$ cat src/rtl/ofdm_pkg.sv
`default_nettype none
// ============================================================================
// Module      : ofdm_pkg
// Description : Shared OFDM transmit-chain constants: subcarrier count, word
//               and counter widths, mapper/IFFT sizing and the symbol
//               scheduler state encoding.
// Revision    : 1.0  initial release
// ============================================================================
package ofdm_pkg;

  // The IFFT size sets the number of subcarriers per OFDM symbol.
  localparam int unsigned C_IFFT_LEN   = 8;
  localparam int unsigned C_N_SC       = C_IFFT_LEN;

  // Word width presented to the QAM mapper.
  localparam int unsigned C_MAP_WORD_W = 8;
  localparam int unsigned C_WORD_W     = C_MAP_WORD_W;

  // Counter widths used by the scheduler.
  localparam int unsigned C_SYM_CNT_W  = 4;   // symbol index within a frame
  localparam int unsigned C_GAP_CNT_W  = 8;   // inter-frame gap, up to 256 cycles

  typedef enum logic [1:0] {
    ST_IDLE     = 2'd0,
    ST_PREAMBLE = 2'd1,
    ST_DATA     = 2'd2,
    ST_GAP      = 2'd3
  } sched_state_e;

  // Width of an index counter covering 0..n-1, never less than one bit.
  function automatic int unsigned cnt_width(input int unsigned n);
    return (n > 1) ? $clog2(n) : 1;
  endfunction

endpackage
`default_nettype wire

$ cat src/rtl/ofdm_axis_out_reg.sv
`default_nettype none
// ============================================================================
// Module      : ofdm_axis_out_reg
// Description : Single-register valid/ready output stage. Loads a new word
//               whenever the register is empty or being drained this cycle,
//               and holds data/last/sof stable while the sink stalls.
// Ports       : i_clk, i_rst_n      clock, synchronous active-low reset
//               i_push, i_data,
//               i_last, i_sof       word offered by the scheduler
//               o_load              register can accept a word this cycle
//               o_data, o_valid,
//               o_last, o_sof,
//               i_ready             stream side towards the mapper
// Revision    : 1.0  initial release
// ============================================================================
module ofdm_axis_out_reg
  import ofdm_pkg::*;
(
  input  logic                i_clk,
  input  logic                i_rst_n,
  input  logic                i_push,
  input  logic [C_WORD_W-1:0] i_data,
  input  logic                i_last,
  input  logic                i_sof,
  output logic                o_load,
  output logic [C_WORD_W-1:0] o_data,
  output logic                o_valid,
  input  logic                i_ready,
  output logic                o_last,
  output logic                o_sof
);

  logic                r_valid;
  logic [C_WORD_W-1:0] r_data;
  logic                r_last;
  logic                r_sof;

  assign o_load  = !r_valid || i_ready;
  assign o_data  = r_data;
  assign o_valid = r_valid;
  assign o_last  = r_last;
  assign o_sof   = r_sof;

  always_ff @(posedge i_clk) begin
    if (!i_rst_n) begin
      r_valid <= 1'b0;
      r_data  <= '0;
      r_last  <= 1'b0;
      r_sof   <= 1'b0;
    end else if (o_load) begin
      r_valid <= i_push;
      // Payload only changes when a real word arrives.
      if (i_push) begin
        r_data <= i_data;
        r_last <= i_last;
        r_sof  <= i_sof;
      end
    end
  end

endmodule
`default_nettype wire

$ cat src/rtl/ofdm_symbol_scheduler.sv
`default_nettype none
// ============================================================================
// Module      : ofdm_symbol_scheduler
// Description : Builds OFDM frames (preamble symbols, data symbols, idle gap)
//               as a word stream for the QAM mapper. Data words come from the
//               generator on active carriers and are zero on masked ones.
// Ports       : aclk, aresetn       clock, synchronous active-low reset
//               enable              frame generation enable
//               carrier_control     requested subcarrier mask
//               s_data/valid/ready  generator stream in
//               m_data/valid/ready,
//               m_last, m_sof       mapper stream out
//               active_mask         mask in force for the current symbol
//               sym_count           symbol index within the frame
//               frame_busy          high outside IDLE
// Revision    : 1.0  initial release
// ============================================================================
module ofdm_symbol_scheduler
  import ofdm_pkg::*;
#(
  parameter int unsigned          N_SC      = C_N_SC,
  parameter int unsigned          PRE_SYMS  = 2,
  parameter int unsigned          DATA_SYMS = 8,
  parameter int unsigned          GAP_CYC   = 16,
  parameter logic [C_WORD_W-1:0]  PRE_WORD  = 8'hA5
) (
  input  logic                   aclk,
  input  logic                   aresetn,
  input  logic                   enable,
  input  logic [N_SC-1:0]        carrier_control,
  input  logic [C_WORD_W-1:0]    s_data,
  input  logic                   s_valid,
  output logic                   s_ready,
  output logic [C_WORD_W-1:0]    m_data,
  output logic                   m_valid,
  input  logic                   m_ready,
  output logic                   m_last,
  output logic                   m_sof,
  output logic [N_SC-1:0]        active_mask,
  output logic [C_SYM_CNT_W-1:0] sym_count,
  output logic                   frame_busy
);

  localparam int unsigned             K_W       = cnt_width(N_SC);
  localparam logic [K_W-1:0]          K_LAST    = K_W'(N_SC - 1);
  localparam logic [C_SYM_CNT_W-1:0]  PRE_LAST  = C_SYM_CNT_W'(PRE_SYMS - 1);
  localparam logic [C_SYM_CNT_W-1:0]  DATA_LAST = C_SYM_CNT_W'(DATA_SYMS - 1);
  localparam logic [C_SYM_CNT_W-1:0]  SYM_LAST  = C_SYM_CNT_W'(PRE_SYMS + DATA_SYMS - 1);
  localparam logic [C_GAP_CNT_W-1:0]  GAP_LAST  = C_GAP_CNT_W'(GAP_CYC - 1);

  sched_state_e           r_state;
  logic [K_W-1:0]         r_k;            // carrier index of the next word to load
  logic [C_SYM_CNT_W-1:0] r_ld_sym;       // symbol index within PREAMBLE or DATA, load side
  logic [C_SYM_CNT_W-1:0] r_sym_count;    // symbol index, transfer side
  logic [C_GAP_CNT_W-1:0] r_gap;
  logic                   r_ld_done;      // last data word loaded, waiting for it to drain
  logic [N_SC-1:0]        r_active_mask;

  logic                   w_load;
  logic                   w_in_data;
  logic                   w_k_last;
  logic                   w_mask_bit;
  logic                   w_word_avail;
  logic                   w_fire;
  logic                   w_xfer;
  logic                   w_sof;
  logic [C_WORD_W-1:0]    w_word;

  assign w_k_last  = (r_k == K_LAST);
  assign w_in_data = (r_state == ST_DATA) && !r_ld_done;
  // Word k=0 is the one that latches the mask, so it must already obey the
  // fresh carrier_control value rather than the previous symbol's mask.
  assign w_mask_bit = (r_k == '0) ? carrier_control[r_k] : r_active_mask[r_k];

  // Masked carriers never wait for the generator; active ones need s_valid.
  assign w_word_avail = (r_state == ST_PREAMBLE) ||
                        (w_in_data && (!w_mask_bit || s_valid));
  assign w_fire  = w_word_avail && w_load;
  assign s_ready = w_in_data && w_mask_bit && w_load;
  assign w_xfer  = m_valid && m_ready;
  assign w_sof   = (r_state == ST_PREAMBLE) && (r_ld_sym == '0) && (r_k == '0);

  always_comb begin
    w_word = '0;
    if (r_state == ST_PREAMBLE) begin
      w_word = PRE_WORD;
    end else if (w_mask_bit) begin
      w_word = s_data;
    end
  end

  always_ff @(posedge aclk) begin
    if (!aresetn) begin
      r_state       <= ST_IDLE;
      r_k           <= '0;
      r_ld_sym      <= '0;
      r_sym_count   <= '0;
      r_gap         <= '0;
      r_ld_done     <= 1'b0;
      r_active_mask <= '0;
    end else begin
      if (w_xfer && m_last) begin
        r_sym_count <= (r_sym_count == SYM_LAST) ? '0 : r_sym_count + 1'b1;
      end

      if (w_fire) begin
        if (r_k == '0) begin
          r_active_mask <= carrier_control;
        end
        if (w_k_last) begin
          r_k      <= '0;
          r_ld_sym <= r_ld_sym + 1'b1;
        end else begin
          r_k <= r_k + 1'b1;
        end
      end

      case (r_state)
        ST_IDLE: begin
          if (enable) begin
            r_state     <= ST_PREAMBLE;
            r_k         <= '0;
            r_ld_sym    <= '0;
            r_sym_count <= '0;
          end
        end
        ST_PREAMBLE: begin
          // Switch on the load of the final preamble word so the very next
          // load is data word k=0 with no bubble.
          if (w_fire && w_k_last && (r_ld_sym == PRE_LAST)) begin
            r_state  <= ST_DATA;
            r_ld_sym <= '0;
          end
        end
        ST_DATA: begin
          if (w_fire && w_k_last && (r_ld_sym == DATA_LAST)) begin
            r_ld_done <= 1'b1;
          end
          // Leave only once the final word has left the output register, so
          // m_valid is already low throughout GAP.
          if (r_ld_done && w_xfer) begin
            r_state   <= ST_GAP;
            r_ld_done <= 1'b0;
            r_gap     <= '0;
          end
        end
        ST_GAP: begin
          if (r_gap == GAP_LAST) begin
            r_gap       <= '0;
            r_state     <= enable ? ST_PREAMBLE : ST_IDLE;
            r_k         <= '0;
            r_ld_sym    <= '0;
            r_sym_count <= '0;
          end else begin
            r_gap <= r_gap + 1'b1;
          end
        end
        default: r_state <= ST_IDLE;
      endcase
    end
  end

  assign active_mask = r_active_mask;
  assign sym_count   = r_sym_count;
  assign frame_busy  = (r_state != ST_IDLE);

  ofdm_axis_out_reg u_out_reg (
    .i_clk   (aclk),
    .i_rst_n (aresetn),
    .i_push  (w_fire),
    .i_data  (w_word),
    .i_last  (w_k_last),
    .i_sof   (w_sof),
    .o_load  (w_load),
    .o_data  (m_data),
    .o_valid (m_valid),
    .i_ready (m_ready),
    .o_last  (m_last),
    .o_sof   (m_sof)
  );

endmodule
`default_nettype wire

$ cat config.mk
export PLATFORM = sky130hd
export DESIGN_NAME = ofdm_symbol_scheduler
export DESIGN_NICKNAME = d
export VERILOG_FILES = /design/src/rtl/ofdm_pkg.sv /design/src/rtl/ofdm_axis_out_reg.sv /design/src/rtl/ofdm_symbol_scheduler.sv
export SDC_FILE = /design/constraint.sdc
export NUM_CORES = 1
export LEC_CHECK = 0
export CAP_MARGIN = 30
export CORE_UTILIZATION = 53
export CTS_BUF_LIST = sky130_fd_sc_hd__clkbuf_8
export DETAILED_ROUTE_END_ITERATION = 10
export GPL_ROUTABILITY_DRIVEN = 0
export PLACE_DENSITY = 0.82
export SYNTH_ARGS = -nofsm -noshare
export SYNTH_HDL_FRONTEND = slang
export SYNTH_HIERARCHICAL = 1
export SYNTH_SLANG_ARGS = --single-unit
export TNS_END_PERCENT = 50
$ cat constraint.sdc
create_clock -name aclk -period 2.5 [get_ports aclk]
set_input_delay 0.25 -clock aclk [delete_from_list [all_inputs] [get_ports aclk]]
set_output_delay 0.25 -clock aclk [all_outputs]
set_load 0.01 [all_outputs]
==> impl_metrics.ini, run 1 <==
[run_status]
status = finished, final reports clean

[logic_synthesis]
synth-simple-area-share_pct = 26.2
synthArstFlopShare_pct = 0
synthXorXnorAreaFrac_pct = 0.759
ys_seq_area_share_pct = 35.6
synth_area_mm2 = 0.00231
synth_edf_count = 0
ys_ff_latch = 41
yosysWarnings = 6
synthAdderAreaFrac_pct = 6.50
synth-main-ff-cell = dfxtp_1
synth_mux_area_share_pct = 11.9
synth_compound_area_share_pct = 14.2
ys_types = 51
synth_area_per_cell_um2 = 8.58
synth_top_family_by_area = simple AND/OR/NAND/NOR gates
synthCells = 269
synth_nets = 302

[layout]
final_util_pct = 74.0
nFillCells = 293
finish.instance_area_mm2 = 0.00302
drive_above_1_share_pct = 11.5
n_antenna_cell = 0
nNetsFinal = 354
syn2layout_area_growth_pct = 31.0

[clocking]
cts_max_level = 2
clock_latency_ns = 0.29
post-cts-setup-buffer-count = 0
cts-root-buf = clkbuf_8
ctsLongestPathBuffers = 2
cts_buffers = 5
cts_resized = 11
cts.clk_slew.worst_paths_ns = 0.08
cts_tree = yes
holdBufCountCts = 0
clock-sinks = 41

[timing]
finalSetupViolations = 0
hold_violations = 0
rsz0062_at_grt = false
setup_tns_ns = 0
finClkSkew_ns = 0.0108
slew-limit-headroom_pct = 62.8
worst_pin_slew_ns = 0.544
fin_crit_sh_pct = 94.8
maxSlewViolCount = 0
fmax_mhz = 422
min_period_ns = 2.37

[worst_setup_path]
crit_chain = buf_4 -> mux2_2 -> and3_4 -> nor3_4 -> o21ai_2 -> and3_1 -> dlygate4sd2_1
critPathLaunchType = flop
critPathTopFamily = simple AND/OR/NAND/NOR gates
crit_buf_inv = 2
critical_path.max_stage_delay_ns = 0.36
path_max_fanout = 5
path_class = reg -> out
slowest_stage = dfxtp_1
arrival_ns = 2.12
cp.required_ns = 2.25
endpoint_kind = output port

[route]
drc = 0
drt_iter0_markers = 61
vias = 2082
viasPerCell = 5.60
avgRoutedWirePerCell_um = 14.0
routed_wl_um = 5220
ant_nets = 0
drtPass1Iterations = 4

[placed_design]
placed_cell_area_mm2 = 0.00285
post-dp-hpwl_um = 3770
port_buffers = 45

[die]
die_w_um = 68.0
num_rows = 23
start_util_pct = 56.5
fp.dieH_um = 68.0
coreArea_mm2 = 0.00409
die_area_mm2 = 0.00462
ioPinCount = 46

[hold_path]
hold_path.class = reg -> reg

[power]
power_density_mw_per_mm2 = 959
ir_drop_v = 0.000665
p_leak_nw = 1.18
power_mw = 2.90

[global_route]
track_usage_pct = 24.2
grt_antenna_before_repair = 0
grt_pass1_vias = 1902
grt-ovfl-total = 0
grt_max_degree = 35
grt_pass1_wl_um = 8500

[flow_run]
maxCapViolCount = 0
cells by family (layout without fill, tap and decap cells):
family | after synthesis | in the layout
compound gates | 49 | 49
buf+inv | 24 | 77
flops | 41 | 41
mux | 26 | 26
simple gates | 115 | 115
xor+xnor | 2 | 2
fa+ha+maj | 12 | 12
tightest hold or removal path, cell delays in order (launching register included):
cell     delay, ns
dfxtp_1       0.31
nand2_1       0.05
mux2i_1       0.05
worst paths after layout:
check | start | to | slack [ns] | cells after the start
worst max register to register | r_state[0]$_SDFFE_PN0P_ | u_out_reg/o_sof$_SDFFE_PN0P_ | 0.34 | 9
worst max-delay path | r_k[1]$_SDFF_PN0_ | s_ready | 0.13 | 7
worst min-delay path | u_out_reg/o_data[2]$_SDFFE_PN0P_ | u_out_reg/o_data[2]$_SDFFE_PN0P_ | 0.46 | 2
worst min register to register | u_out_reg/o_data[2]$_SDFFE_PN0P_ | u_out_reg/o_data[2]$_SDFFE_PN0P_ | 0.46 | 2
Yosys cell counts (all sizes together), types with 2 or more instances:
cell    count  share of area, %
buf         5               1.8
and2        2              0.65
dfxtp      41                36
o21ai      13               2.8
and3b       4               1.5
and3        9               2.9
nand2      43               7.0
inv        13               2.1
clkbuf      6              0.98
nand4       7               1.9
or4         3              0.98
ha         12               6.5
nor2b       4               1.1
nand3       8               1.7
a21oi      12               2.6
a31oi       2              0.54
a211oi      2              0.65
nor2       19               3.2
nor3b       3               1.5
mux2i      24                10
o21a        3              0.98
nor3        6               1.3
a21o        4               1.3
o31ai       4               1.5
nand2b      4               1.4
state kept, by name (all words and copies together), names as in the netlist:
signal             flops
r_ld_sym               4
r_gap                  8
u_out_reg/o_sof        1
r_ld_done              1
u_out_reg/o_data       8
r_state                2
active_mask            8
u_out_reg/o_last       1
r_k                    3
u_out_reg/o_valid      1
sym_count              4
layout by cell type (no fill, tap or decap), types with 2 or more instances in the layout:
cell,n
clkbuf_8,6
o21ai_1,2
nand2b_1,3
inv_1,13
o21ai_0,10
a211oi_1,2
nand4_1,7
a31oi_1,2
ha_1,11
dfxtp_1,41
and3_4,2
nor2_1,18
nor2b_1,4
nor3_4,2
and3b_1,4
nand3_1,8
nand2_1,43
a21o_1,4
and3_1,6
or4_1,3
buf_4,10
o21a_1,3
clkdlybuf4s50_1,44
nor3_1,4
nor3b_1,2
o31ai_1,3
mux2i_1,24
a21oi_1,12
report_power, final:
group / internal [mW] / leakage (nW) / switching (mW)
combinational: 0.741 / 0.785 / 0.735
sequential: 0.776 / 0.332 / 0.100
clock: 0.322 / 0.0626 / 0.227
metrics by stage:
stage	std cells	setup WS [ns]	hold WS, ns
finish	372	0.130	0.462
global route	372	0.0515	0.483
CTS	372	0.134	0.465
detailed placement	364	0.0593	0.454
global placement	364	0.0616	0.442
floorplan	269	0.355	0.392
layout make-up:
class                      count  area (um^2)  share of cell area [%]
sequential                    41          821                    27.1
tap                           50         62.6                    2.07
clock inverter                 2         33.8                    1.12
clock buffer                   6         82.6                    2.73
multi-input combinational    204         1430                    47.3
inverter                      13         48.8                    1.61
timing repair buffer          56          544                    18.0
metal layers:
layer	vias to the layer above	share of wire, %	global-route usage [%]
met5	-	0	0
met4	0	0.73	6.25
met3	4	3.5	5.67
met2	44	50	41.8
met1	981	46	30.0
li1	1053	-	-
(Power assumes the default switching activity.)
==> run 2: changes to the inputs <==
PLACE_DENSITY = 0.9   (was 0.82)
==> impl_metrics.ini, run 2 (synthesized netlist as in run 1, its figures left out) <==
[run_status]
status = finished, final reports clean

[power]
seqPwrFrac_pct = 31.5
p_clk_share_pct = 19.7
swShare_pct = 36.7
ir_drop_v = 0.000556
power_switching_mw = 1.03
p_int_mw = 1.77
power_mw = 2.80
power_density_mw_per_mm2 = 943
p_leak_nw = 1.15
comb_power_share_pct = 48.9

[clocking]
clock_latency_ns = 0.30
post-cts-setup-buffer-count = 0
cts-root-buf = clkbuf_8
holdBufCountCts = 0
cts_buffers = 5
cts.clk_slew.worst_paths_ns = 0.08
cts_tree = yes
clock-sinks = 41
ctsLongestPathBuffers = 2
cts_max_level = 2

[worst_setup_path]
path_max_fanout = 5
crit_top_cell = nor3_2
critical_path.max_stage_delay_ns = 0.38
startpoint = r_k[1]$_SDFF_PN0_
endpoint_kind = output port
cp.required_ns = 2.25
crit_chain = inv_1 -> ha_1 -> buf_4 -> nor3_2 -> nor3_2 -> o21ai_1 -> and3_1 -> dlygate4sd2_1
timing.rr.end = u_out_reg/o_data[3]$_SDFFE_PN0P_
arrival_ns = 2.14
rr_startpoint = r_state[0]$_SDFFE_PN0P_
slowest_stage = dfxtp_2
path_class = reg -> out
critPathLaunchType = flop
cp-endpoint = s_ready
reg2regPathDepth = 9
rrSetupSlack_ns = 0.23

[layout]
finish.instance_area_mm2 = 0.00297
syn2layout_area_growth_pct = 28.6
ff_latch_area_um2 = 822
final_cells = 371
multiInputGateArea_mm2 = 0.00139
nFillCells = 326
nNetsFinal = 353
n_antenna_cell = 0
drive_above_1_share_pct = 10.9
layout_common_cells = 44 x clkdlybuf4s50_1, 43 x nand2_1, 40 x dfxtp_1
layout_commonest_cell = clkdlybuf4s50_1

[timing]
fin_crit_sh_pct = 95.5
fmax_mhz = 419
finalSetupViolations = 0
min_period_ns = 2.39
maxSlewViolCount = 0
whs_ns = 0.466
worst_pin_slew_ns = 0.561
setup_tns_ns = 0
rsz0062_at_grt = false
hold_violations = 0
finClkSkew_ns = 0.00934
slew-limit-headroom_pct = 62.3

[route]
avgRoutedWirePerCell_um = 14.7
drt_iter0_markers = 105
drc = 0
drtPass1Iterations = 4
ant_nets = 0
vias = 2148
routed_wl_um = 5440
viasPerCell = 5.79

[die]
die_area_mm2 = 0.00462
start_util_pct = 56.5
coreArea_mm2 = 0.00409
num_rows = 23
die_w_um = 68.0
fp.dieH_um = 68.0
ioPinCount = 46

[hold_path]
hold_path.class = reg -> reg
whs_path_depth = 2

[global_route]
grt_max_degree = 41
grt_pass1_wl_um = 8950
grt_antenna_before_repair = 0
track_usage_pct = 26.1
grt_pass1_vias = 2041
grt-ovfl-total = 0

[placed_design]
port_buffers = 45
post-dp-hpwl_um = 3950
dp_cells = 363
placed_cell_area_mm2 = 0.00283

[flow_run]
maxCapViolCount = 0
==> run 2: cell count changes in the layout (fill, tap and decap cells not counted), sizes merged <==
| cell | before | now |
|---|---|---|
| buf | 11 | 10 |
==> run 2: layout make-up <==
type / instances / area share (%)
repair buffers: 55 / 17.7
inverters: 13 / 1.64
flip-flops and latches: 41 / 27.7
clock buffers: 6 / 2.78
multi-input cells: 204 / 47.0
clock inverters: 2 / 1.14
well taps: 50 / 2.11
==> run 2: worst min-delay path by stage <==
stage | from | slack [ns] | end
after floorplan | carrier_control[4] | 0.39 | active_mask[4]$_SDFFE_PN0P_
after global placement | u_out_reg/o_data[4]$_SDFFE_PN0P_ | 0.44 | u_out_reg/o_data[4]$_SDFFE_PN0P_
after detailed placement | u_out_reg/o_data[1]$_SDFFE_PN0P_ | 0.45 | u_out_reg/o_data[1]$_SDFFE_PN0P_
after CTS | u_out_reg/o_data[2]$_SDFFE_PN0P_ | 0.47 | u_out_reg/o_data[2]$_SDFFE_PN0P_
after global routing | u_out_reg/o_data[0]$_SDFFE_PN0P_ | 0.49 | u_out_reg/o_data[0]$_SDFFE_PN0P_
final | u_out_reg/o_data[2]$_SDFFE_PN0P_ | 0.47 | u_out_reg/o_data[2]$_SDFFE_PN0P_
==> run 2: what timing repair did <==
item                                    CTS  global route
endpoints found under the setup margin    1             8
gates resized for setup                   5             1
pin swaps                                 0             1
==> run 2: metrics by stage <==
step / util (%) / setup WS, ns
after floorplan: - / 0.355
after global placement: 69.3 / 0.0964
after detailed placement: 69.3 / 0.0831
after CTS: 72.6 / 0.160
after global routing: 72.6 / 0.00623
final: 72.6 / 0.113
==> run 2: critical path, delay by kind of cell (launching register included) <==
| family | cells | cell delay [ns] |
|---|---|---|
| flip-flops | 1 | 0.38 |
| AO/OA/AOI/OAI | 1 | 0.19 |
| adder cells (fa/ha/maj) | 1 | 0.23 |
| AND/OR/NAND/NOR | 3 | 0.49 |
| buffers and inverters | 3 | 0.55 |
==> run 2: power by group through the flow <==
stage | Clock, mW | Combinational [mW] | Sequential [mW]
after floorplan | 0 | 0.846 | 0.920
after global placement | 0 | 1.30 | 0.888
after detailed placement | 0 | 1.34 | 0.895
after CTS | 0.555 | 1.36 | 0.882
after global routing | 0.573 | 1.49 | 0.897
final | 0.551 | 1.37 | 0.881
==> run 2: metal layers <==
metal	track usage (%)	vias up	part of all wire, %
met5	0	-	0
met4	10.4	0	2.4
met3	5.83	14	4.0
met2	48.9	49	52
met1	27.7	1037	41
li1	-	1048	-
